$ cat src/rtl/fetch_pipe_stage.sv
// Instruction fetch stage: PC register, IF/ID pipeline register and an
// advance-tick generator. The tick comes either from a free-running divider
// or from a synchronised single-step request.
module fetch_pipe_stage #(
    parameter int                ADDR_W   = 32,
    parameter int                DATA_W   = 32,
    parameter logic [ADDR_W-1:0] RESET_PC = '0,
    parameter int                DIV_MAX  = 0,
    parameter int                CNT_W    = 16
) (
    input  logic              Clk,
    input  logic              Reset,
    input  logic              Stall,
    input  logic              Flush,
    input  logic              BranchTaken,
    input  logic [ADDR_W-1:0] BranchTarget,
    input  logic              StepMode,
    input  logic              StepReq,
    output logic [ADDR_W-1:0] IMemAddr,
    input  logic [DATA_W-1:0] IMemData,
    output logic [ADDR_W-1:0] PCResult,
    output logic [DATA_W-1:0] IF_ID_Instr,
    output logic [ADDR_W-1:0] IF_ID_PCPlus4,
    output logic              IF_ID_Valid,
    output logic              Tick,
    output logic [CNT_W-1:0]  InstrCount
);

    // A zero terminal count still needs a one-bit counter to keep widths legal.
    localparam int                DIV_W  = (DIV_MAX > 0) ? $clog2(DIV_MAX + 1) : 1;
    localparam logic [DIV_W-1:0]  DIV_TC = DIV_W'(DIV_MAX);
    localparam logic [ADDR_W-1:0] PC_RST = {RESET_PC[ADDR_W-1:2], 2'b00};

    // ------------------------------------------------------------------
    // Tick generation state
    // ------------------------------------------------------------------
    logic [DIV_W-1:0] div_cnt_reg,   div_cnt_next;
    logic             tick_reg,      tick_next;
    logic             mode_prev_reg;
    logic             step_sync1_reg;
    logic             step_sync2_reg;
    logic             step_edge_reg;

    logic             mode_change;
    logic             step_rise;
    logic             div_terminal;

    // ------------------------------------------------------------------
    // Pipeline state
    // ------------------------------------------------------------------
    logic [ADDR_W-1:0] pc_reg,     pc_next;
    logic [DATA_W-1:0] instr_reg,  instr_next;
    logic [ADDR_W-1:0] pcp4_reg,   pcp4_next;
    logic              valid_reg,  valid_next;
    logic [CNT_W-1:0]  cnt_reg,    cnt_next;

    logic [ADDR_W-1:0] pc_plus4;
    logic [ADDR_W-1:0] branch_pc;
    logic              advance;
    logic              issue;

    // The low two target bits are discarded by design; keep them visibly consumed.
    logic unused_target_bits;
    assign unused_target_bits = ^BranchTarget[1:0];

    assign mode_change  = (StepMode != mode_prev_reg);
    assign step_rise    = step_sync2_reg & ~step_edge_reg;
    assign div_terminal = (div_cnt_reg == DIV_TC);

    // Divider restarts on any mode switch and parks at zero in step mode.
    always_comb begin
        div_cnt_next = div_cnt_reg + 1'b1;
        if (StepMode || mode_change || div_terminal) begin
            div_cnt_next = '0;
        end
    end

    // Registered tick: a mode switch suppresses the pulse for that cycle.
    always_comb begin
        tick_next = 1'b0;
        if (!mode_change) begin
            tick_next = StepMode ? step_rise : div_terminal;
        end
    end

    // Divider, tick and mode-history registers.
    always_ff @(posedge Clk or negedge Reset) begin
        if (!Reset) begin
            div_cnt_reg   <= '0;
            tick_reg      <= 1'b0;
            mode_prev_reg <= 1'b0;
        end else begin
            div_cnt_reg   <= div_cnt_next;
            tick_reg      <= tick_next;
            mode_prev_reg <= StepMode;
        end
    end

    // Two-flop synchroniser for the asynchronous step request, then edge history.
    always_ff @(posedge Clk or negedge Reset) begin
        if (!Reset) begin
            step_sync1_reg <= 1'b0;
            step_sync2_reg <= 1'b0;
            step_edge_reg  <= 1'b0;
        end else begin
            step_sync1_reg <= StepReq;
            step_sync2_reg <= step_sync1_reg;
            step_edge_reg  <= step_sync2_reg;
        end
    end

    // ------------------------------------------------------------------
    // PC / IF/ID next-state
    // ------------------------------------------------------------------
    assign pc_plus4  = pc_reg + ADDR_W'(4);
    assign branch_pc = {BranchTarget[ADDR_W-1:2], 2'b00};
    assign advance   = tick_reg;
    assign issue     = advance & ~BranchTaken & ~Flush & ~Stall;

    // Priority: branch redirect, then flush, then stall, then normal fetch.
    always_comb begin
        pc_next    = pc_reg;
        instr_next = instr_reg;
        pcp4_next  = pcp4_reg;
        valid_next = valid_reg;
        if (advance) begin
            if (BranchTaken) begin
                pc_next    = branch_pc;
                instr_next = '0;
                pcp4_next  = '0;
                valid_next = 1'b0;
            end else if (Flush) begin
                instr_next = '0;
                pcp4_next  = '0;
                valid_next = 1'b0;
                if (!Stall) begin
                    pc_next = pc_plus4;
                end
            end else if (!Stall) begin
                pc_next    = pc_plus4;
                instr_next = IMemData;
                pcp4_next  = pc_plus4;
                valid_next = 1'b1;
            end
        end
    end

    // Issued-instruction counter saturates instead of wrapping.
    always_comb begin
        cnt_next = cnt_reg;
        if (issue && (cnt_reg != {CNT_W{1'b1}})) begin
            cnt_next = cnt_reg + 1'b1;
        end
    end

    // PC, IF/ID and counter registers.
    always_ff @(posedge Clk or negedge Reset) begin
        if (!Reset) begin
            pc_reg    <= PC_RST;
            instr_reg <= '0;
            pcp4_reg  <= '0;
            valid_reg <= 1'b0;
            cnt_reg   <= '0;
        end else begin
            pc_reg    <= pc_next;
            instr_reg <= instr_next;
            pcp4_reg  <= pcp4_next;
            valid_reg <= valid_next;
            cnt_reg   <= cnt_next;
        end
    end

    assign IMemAddr      = pc_reg;
    assign PCResult      = pc_reg;
    assign IF_ID_Instr   = instr_reg;
    assign IF_ID_PCPlus4 = pcp4_reg;
    assign IF_ID_Valid   = valid_reg;
    assign Tick          = tick_reg;
    assign InstrCount    = cnt_reg;

endmodule
$ cat config.mk
export PLATFORM = sky130hd
export DESIGN_NAME = fetch_pipe_stage
export DESIGN_NICKNAME = d
export VERILOG_FILES = /design/src/rtl/fetch_pipe_stage.sv
export SDC_FILE = /design/constraint.sdc
export NUM_CORES = 1
export LEC_CHECK = 0
export CAP_MARGIN = 20
export CORE_MARGIN = 2
export CORE_UTILIZATION = 45
export DETAILED_ROUTE_END_ITERATION = 8
export HOLD_SLACK_MARGIN = 0.1
export PLACE_DENSITY_LB_ADDON = 0.12
export SLEW_MARGIN = 10
export SYNTH_ARGS = -nofsm -noshare
export SYNTH_HDL_FRONTEND = slang
export SYNTH_SLANG_ARGS = --single-unit
export TNS_END_PERCENT = 1
$ cat constraint.sdc
create_clock -name Clk -period 2.3 [get_ports Clk]
set_input_delay 0.46 -clock Clk [delete_from_list [all_inputs] [get_ports Clk]]
set_output_delay 0.46 -clock Clk [all_outputs]
set_load 0.005 [all_outputs]
==> impl_metrics.json, run 1 <==
{
  "cts_made_buffers": 17,
  "place_area_mm2": 0.00810,
  "cts_tree": "yes",
  "cp_slowest_cell": "clkdlybuf4s50_1",
  "dp_hpwl_um": 12600,
  "postCtsSetupBuffers": 0,
  "clockBufferDepth": 2,
  "syn_area_mm2": 0.00582,
  "syn_inst": 586,
  "leakagePower_uw": 0.00369,
  "ios": 217,
  "timing.hold.ws_ns": 0.372,
  "maxCapViolCount": 0,
  "synth_compound_area_share_pct": 16.5,
  "cts_root_buffer": "clkbuf_16",
  "synthTopCellsByArea": "dfrtp_1 (50%), a22o_1 (5.3%), buf_4 (4.5%), nand2_1 (4.5%), xnor2_1 (3.3%)",
  "clock_sinks": 116,
  "hold_start": "step_sync1_reg",
  "required_ns": 2.63,
  "min_period_ns": 2.02,
  "drive_above_1_share_pct": 11.8,
  "yosys_register_bits": 116,
  "grt_max_degree": 57,
  "hold_violations": 0,
  "status": "complete, no violations",
  "synth_top_area_cell": "dfrtp_1",
  "synthTopCellsByCount": "dfrtp_1 (116), nand2_1 (69), a22o_1 (35), buf_4 (35), clkbuf_1 (34)",
  "nets": 861,
  "synth_seq_area_share_pct": 49.9,
  "synth_xor_area_share_pct": 6.02,
  "path_buf_inv": 1,
  "port_buffers": 210,
  "design.core.area_mm2": 0.0126,
  "place_inst": 939,
  "drt_pre_antenna_iters": 5,
  "ctsHtreeMaxLevel": 4,
  "postRouteAntennaNets": 0,
  "grt_overflow": 0,
  "synth_cell_types": 52,
  "synth_top_flop_cell": "dfrtp_1",
  "synth_top_area_share_pct": 49.9,
  "critPathTopFamily": "simple AND/OR/NAND/NOR gates",
  "clock_skew_ns": 0.00637,
  "grt_pass1_vias": 5250,
  "via_per_inst": 5.50,
  "r2r-start": "IMemAddr[6]",
  "finalSetupViolations": 0,
  "synthAdderAreaFrac_pct": 0.645,
  "cp-end-kind": "register",
  "dieArea_mm2": 0.0139,
  "yosys_warnings": 0,
  "antenna_cells": 0,
  "cp_data_arrival_time_ns": 2.35,
  "fmax_ghz": 0.495,
  "dieWidth_um": 118,
  "fin_util_pct": 69.4,
  "drc": 0,
  "via_count": 5346,
  "crit_fanout": 4,
  "wl_per_cell_um": 18.0,
  "grt_pass1_wl_um": 27900,
  "synth_async_sr_flop_share_pct": 100,
  "largest_register_ffs": 32,
  "hold_depth": 0,
  "rows": 41,
  "avgSynthCellArea_um2": 9.93,
  "maxSlewViolCount": 0,
  "yosysMostFrequentCell": "dfrtp_1",
  "min_to": "step_sync2_reg",
  "cpPeakStageDelay_ns": 0.54,
  "synth_top_family_by_area": "compound AO/OA/AOI/OAI gates",
  "gr-usage-all-layers_pct": 25.3,
  "first_iter_violations": 468,
  "clk_pin_slew_ns": 0.05,
  "crit_type": "input port to register",
  "power_density_mw_per_mm2": 765,
  "clk_latency_ns": 0.41,
  "min_period_over_period_pct": 87.9,
  "yosys.area_share.simple_pct": 16.2,
  "rr_worst_depth": 5,
  "ff2ff_setup_slack_ns": 0.30,
  "dieHeight_um": 118,
  "stdcell_count": 972,
  "routed_wl_um": 17500,
  "min_path_type": "register to register",
  "start_util_pct": 46.1,
  "synth-edff-count": 0,
  "startpoint_type": "input port",
  "synth_mux_area_share_pct": 2.77,
  "crit_chain": "clkdlybuf4s50_1 -> nor4b_4 -> nand3_1 -> or2_1 -> nor4b_2 -> xor2_1",
  "syn2layout_area_growth_pct": 50.5,
  "grt_setup_unrepaired": "no",
  "rr_endpoint": "IF_ID_PCPlus4[20]",
  "antenna_found_initial": 0,
  "postLayoutCellArea_mm2": 0.00876,
  "gp_congestion": 0.846,
  "vdd_drop_max_uv": 588
}
[power by group]
group / internal (uW) / leakage, uW / switching (uW) / total, uW
Sequential: 2230 / 0.00155 / 205 / 2430
Combinational: 847 / 0.00183 / 578 / 1430
Clock: 1900 / 0.000312 / 946 / 2840
[cells in the final DEF, fill, tap and decap left out, types with 4 or more instances in the layout]
cell type        instances
clkdlybuf4s50_1        209
dfrtp_1                116
nand2_1                 68
buf_4                   41
a22o_1                  35
o21ai_0                 32
a21oi_1                 28
nand3_1                 27
nor2_1                  23
o22ai_1                 23
xnor2_1                 22
xor2_1                  18
clkbuf_16               17
nand4_1                 15
mux2i_1                 15
and3_1                  10
inv_1                    9
nor3_1                   9
a31oi_1                  7
conb_1                   5
and4_1                   4
o311ai_0                 4
bufinv_16                4
buf_12                   4
[routing by layer]
metal	up-vias	track usage, %	wire [um]
li1	2470	-	-
met1	2611	33.9	7770
met2	241	40.4	8260
met3	24	6.73	1190
met4	0	7.61	277
met5	-	0	0
[final cells by class]
type | instances | area (um^2)
multi-input combinational | 387 | 2470
inverter | 10 | 37.5
clock inverter | 12 | 176
clock buffer | 20 | 467
sequential | 116 | 2900
timing repair buffer | 255 | 2490
fill | 980 | 3860
tap | 172 | 215
[stage by stage]
| step | setup slack [ns] | setup TNS [ns] | total power, uW |
|---|---|---|---|
| final | 0.278 | 0 | 6700 |
| after global routing | 0.160 | 0 | 6960 |
| after CTS | 0.275 | 0 | 6730 |
| after detailed placement | -0.0640 | -0.128 | 3880 |
| after global placement | -0.0170 | -0.0209 | 3840 |
| after floorplan | 0.263 | 0 | 3060 |
[cells by family (layout without fill, tap and decap cells)]
| logic type | Yosys count | count (layout) |
|---|---|---|
| compound gates | 143 | 143 |
| flops | 116 | 116 |
| buf+inv | 87 | 297 |
| other cells | 1 | 5 |
| fa+ha+maj | 3 | 3 |
| simple gates | 180 | 180 |
| mux | 16 | 16 |
| xor+xnor | 40 | 40 |
[worst max-delay path by stage]
| stage | startpoint | to | slack (ns) | cells past startpoint |
|---|---|---|---|---|
| after floorplan | IMemAddr[2] | IMemAddr[26] | 0.26 | 8 |
| final | BranchTaken | InstrCount[15] | 0.28 | 6 |
| after detailed placement | BranchTaken | InstrCount[15] | -0.06 | 6 |
| after global routing | IMemAddr[6] | IF_ID_PCPlus4[20] | 0.16 | 5 |
| after CTS | BranchTaken | InstrCount[15] | 0.27 | 6 |
| after global placement | BranchTaken | InstrCount[15] | -0.02 | 6 |
[repair_timing]
item,in CTS,in global routing
hold buffers,1,0
hold endpoints to repair,32,0
gates resized for setup,0,0
No activity file was read; power rests on OpenSTA's default activity.
==> inputs of run 2 (changes only) <==
PLACE_DENSITY = 0.83   (was default)
PLACE_DENSITY_LB_ADDON = default   (was 0.12)
clock period = 2.1 ns   (was 2.3 ns; I/O delays follow)
==> impl_metrics.json, run 2 (synthesized netlist as in run 1, its figures left out) <==
{
  "via_per_inst": 5.63,
  "grt_pass1_vias": 5653,
  "rows": 41,
  "crit_fanout": 14,
  "grt_overflow": 0,
  "design.core.area_mm2": 0.0126,
  "dp_hpwl_um": 12500,
  "use_met1_pct": 32.8,
  "largest_register_ffs": 32,
  "final_common_cell": "clkdlybuf4s50_1",
  "seqCellArea_mm2": 0.00290,
  "power_density_mw_per_mm2": 822,
  "dieHeight_um": 118,
  "ctsHtreeMaxLevel": 4,
  "cpPeakStageDelay_ns": 0.53,
  "min_path_type": "register to register",
  "drive_above_1_share_pct": 12.4,
  "fmax_ghz": 0.497,
  "ios": 217,
  "use_met3_pct": 7.41,
  "min_period_ns": 2.01,
  "multi_input_area_mm2": 0.00247,
  "vdd_drop_max_uv": 502,
  "clk_pin_slew_ns": 0.05,
  "status": "complete, no violations",
  "cts_made_buffers": 17,
  "drc": 0,
  "startpoint_type": "register",
  "cts_tree": "yes",
  "drt_pre_antenna_iters": 7,
  "path_buf_inv": 2,
  "antenna_cells": 0,
  "gp_congestion": 0.885,
  "fillers": 938,
  "postRouteAntennaNets": 0,
  "totalPowerFinal_uw": 7190,
  "hold_start": "step_sync1_reg",
  "grt_pass1_wl_um": 29000,
  "crit_start": "Tick",
  "nets": 868,
  "first_iter_violations": 487,
  "syn2layout_area_growth_pct": 50.4,
  "dieWidth_um": 118,
  "cts_root_buffer": "clkbuf_16",
  "min_period_over_period_pct": 95.8,
  "hold_violations": 0,
  "layout_common_cells": "clkdlybuf4s50_1 (209), dfrtp_1 (115), nand2_1 (68)",
  "wl_per_cell_um": 18.2,
  "cp_slowest_cell": "clkdlybuf4s50_1",
  "crit_chain": "buf_4 -> clkdlybuf4s50_1",
  "maxCapViolCount": 0,
  "r2r-start": "IMemAddr[2]",
  "busiest_layer": "met2",
  "crit_type": "register to primary output",
  "final.setup.tns_ns": 0,
  "clk_latency_ns": 0.41,
  "required_ns": 1.68,
  "start_util_pct": 46.1,
  "cp_data_arrival_time_ns": 1.59,
  "clock_sinks": 116,
  "critPathTopFamily": "buffers and inverters",
  "via_count": 5507,
  "leakagePower_uw": 0.00370,
  "clockBufferDepth": 2,
  "grt_util_met2_pct": 42.9,
  "cp-end-kind": "primary output",
  "maxSlewViolCount": 0,
  "antenna_found_initial": 0,
  "clock_skew_ns": 0.00860,
  "dieArea_mm2": 0.0139,
  "port_buffers": 210,
  "grt_setup_unrepaired": "no",
  "finalSetupViolations": 0,
  "grt_max_degree": 59,
  "gr-usage-all-layers_pct": 26.1,
  "routed_wl_um": 17800
}
-- run 2: where the power goes --
part | internal, uW | total [uW] | switching, uW
combinational | 941 | 1610 | 671
clock | 1950 | 2940 | 984
sequential | 2440 | 2640 | 201
-- run 2: path summary, 6_finish.rpt --
path	to	slack [ns]	cells after the start
worst max register to register	IMemAddr[22]	0.19	7
worst min register to register	step_sync2_reg	0.36	0
max in group asynchronous	IMemAddr[19]	0.85	3
worst min-delay path	step_sync2_reg	0.36	0
worst max-delay path	Tick	0.09	2
min in group asynchronous	IF_ID_Valid	0.48	2
-- run 2: worst reg2reg max path, delay by kind of cell (launching register included) --
| family | cells | cell delay [ns] |
|---|---|---|
| compound gates | 1 | 0.08 |
| fa+ha+maj | 1 | 0.24 |
| buf+inv | 1 | 0.20 |
| flops | 1 | 0.35 |
| mux | 1 | 0.23 |
| simple gates | 3 | 0.69 |
-- run 2: metrics by stage --
step / worst slack, ns / instance area, um^2 / hold slack, ns / cells / utilization [%]
final: 0.0874 / 8750 / 0.357 / 979 / 69.3
after global routing: 0.0348 / 8750 / 0.379 / 979 / 69.3
after CTS: 0.0411 / 8740 / 0.363 / 979 / 69.3
after detailed placement: -0.215 / 8130 / 0.348 / 946 / 64.4
after global placement: -0.142 / 8130 / 0.340 / 946 / 64.4
after floorplan: 0.0627 / 5830 / 0.124 / 590 / -
-- run 2: final cells by class --
cell class                 count  area share, %
tap                          172           2.46
clock inverter                 9           1.44
inverter                      10          0.429
timing repair buffer         262           28.8
sequential                   116           33.2
multi-input combinational    387           28.2
clock buffer                  23           5.46
-- run 2: metal layers --
layer	vias to the layer above	wire length (um)
li1	2488	-
met2	327	8610
met5	-	0
met1	2643	7300
met3	49	1500
met4	0	433
-- run 2: timing repair --
action	in CTS	in global routing
setup endpoints to repair	0	2
setup buffers	0	0
endpoints found under the hold margin	30	0
hold buffers	1	0
gates resized for setup	0	2
==> inputs of run 3 (changes only) <==
SLEW_MARGIN = default   (was 10)
==> results of run 3 <==
Same layout as run 2: the final DEF is identical, and so are final timing and power.
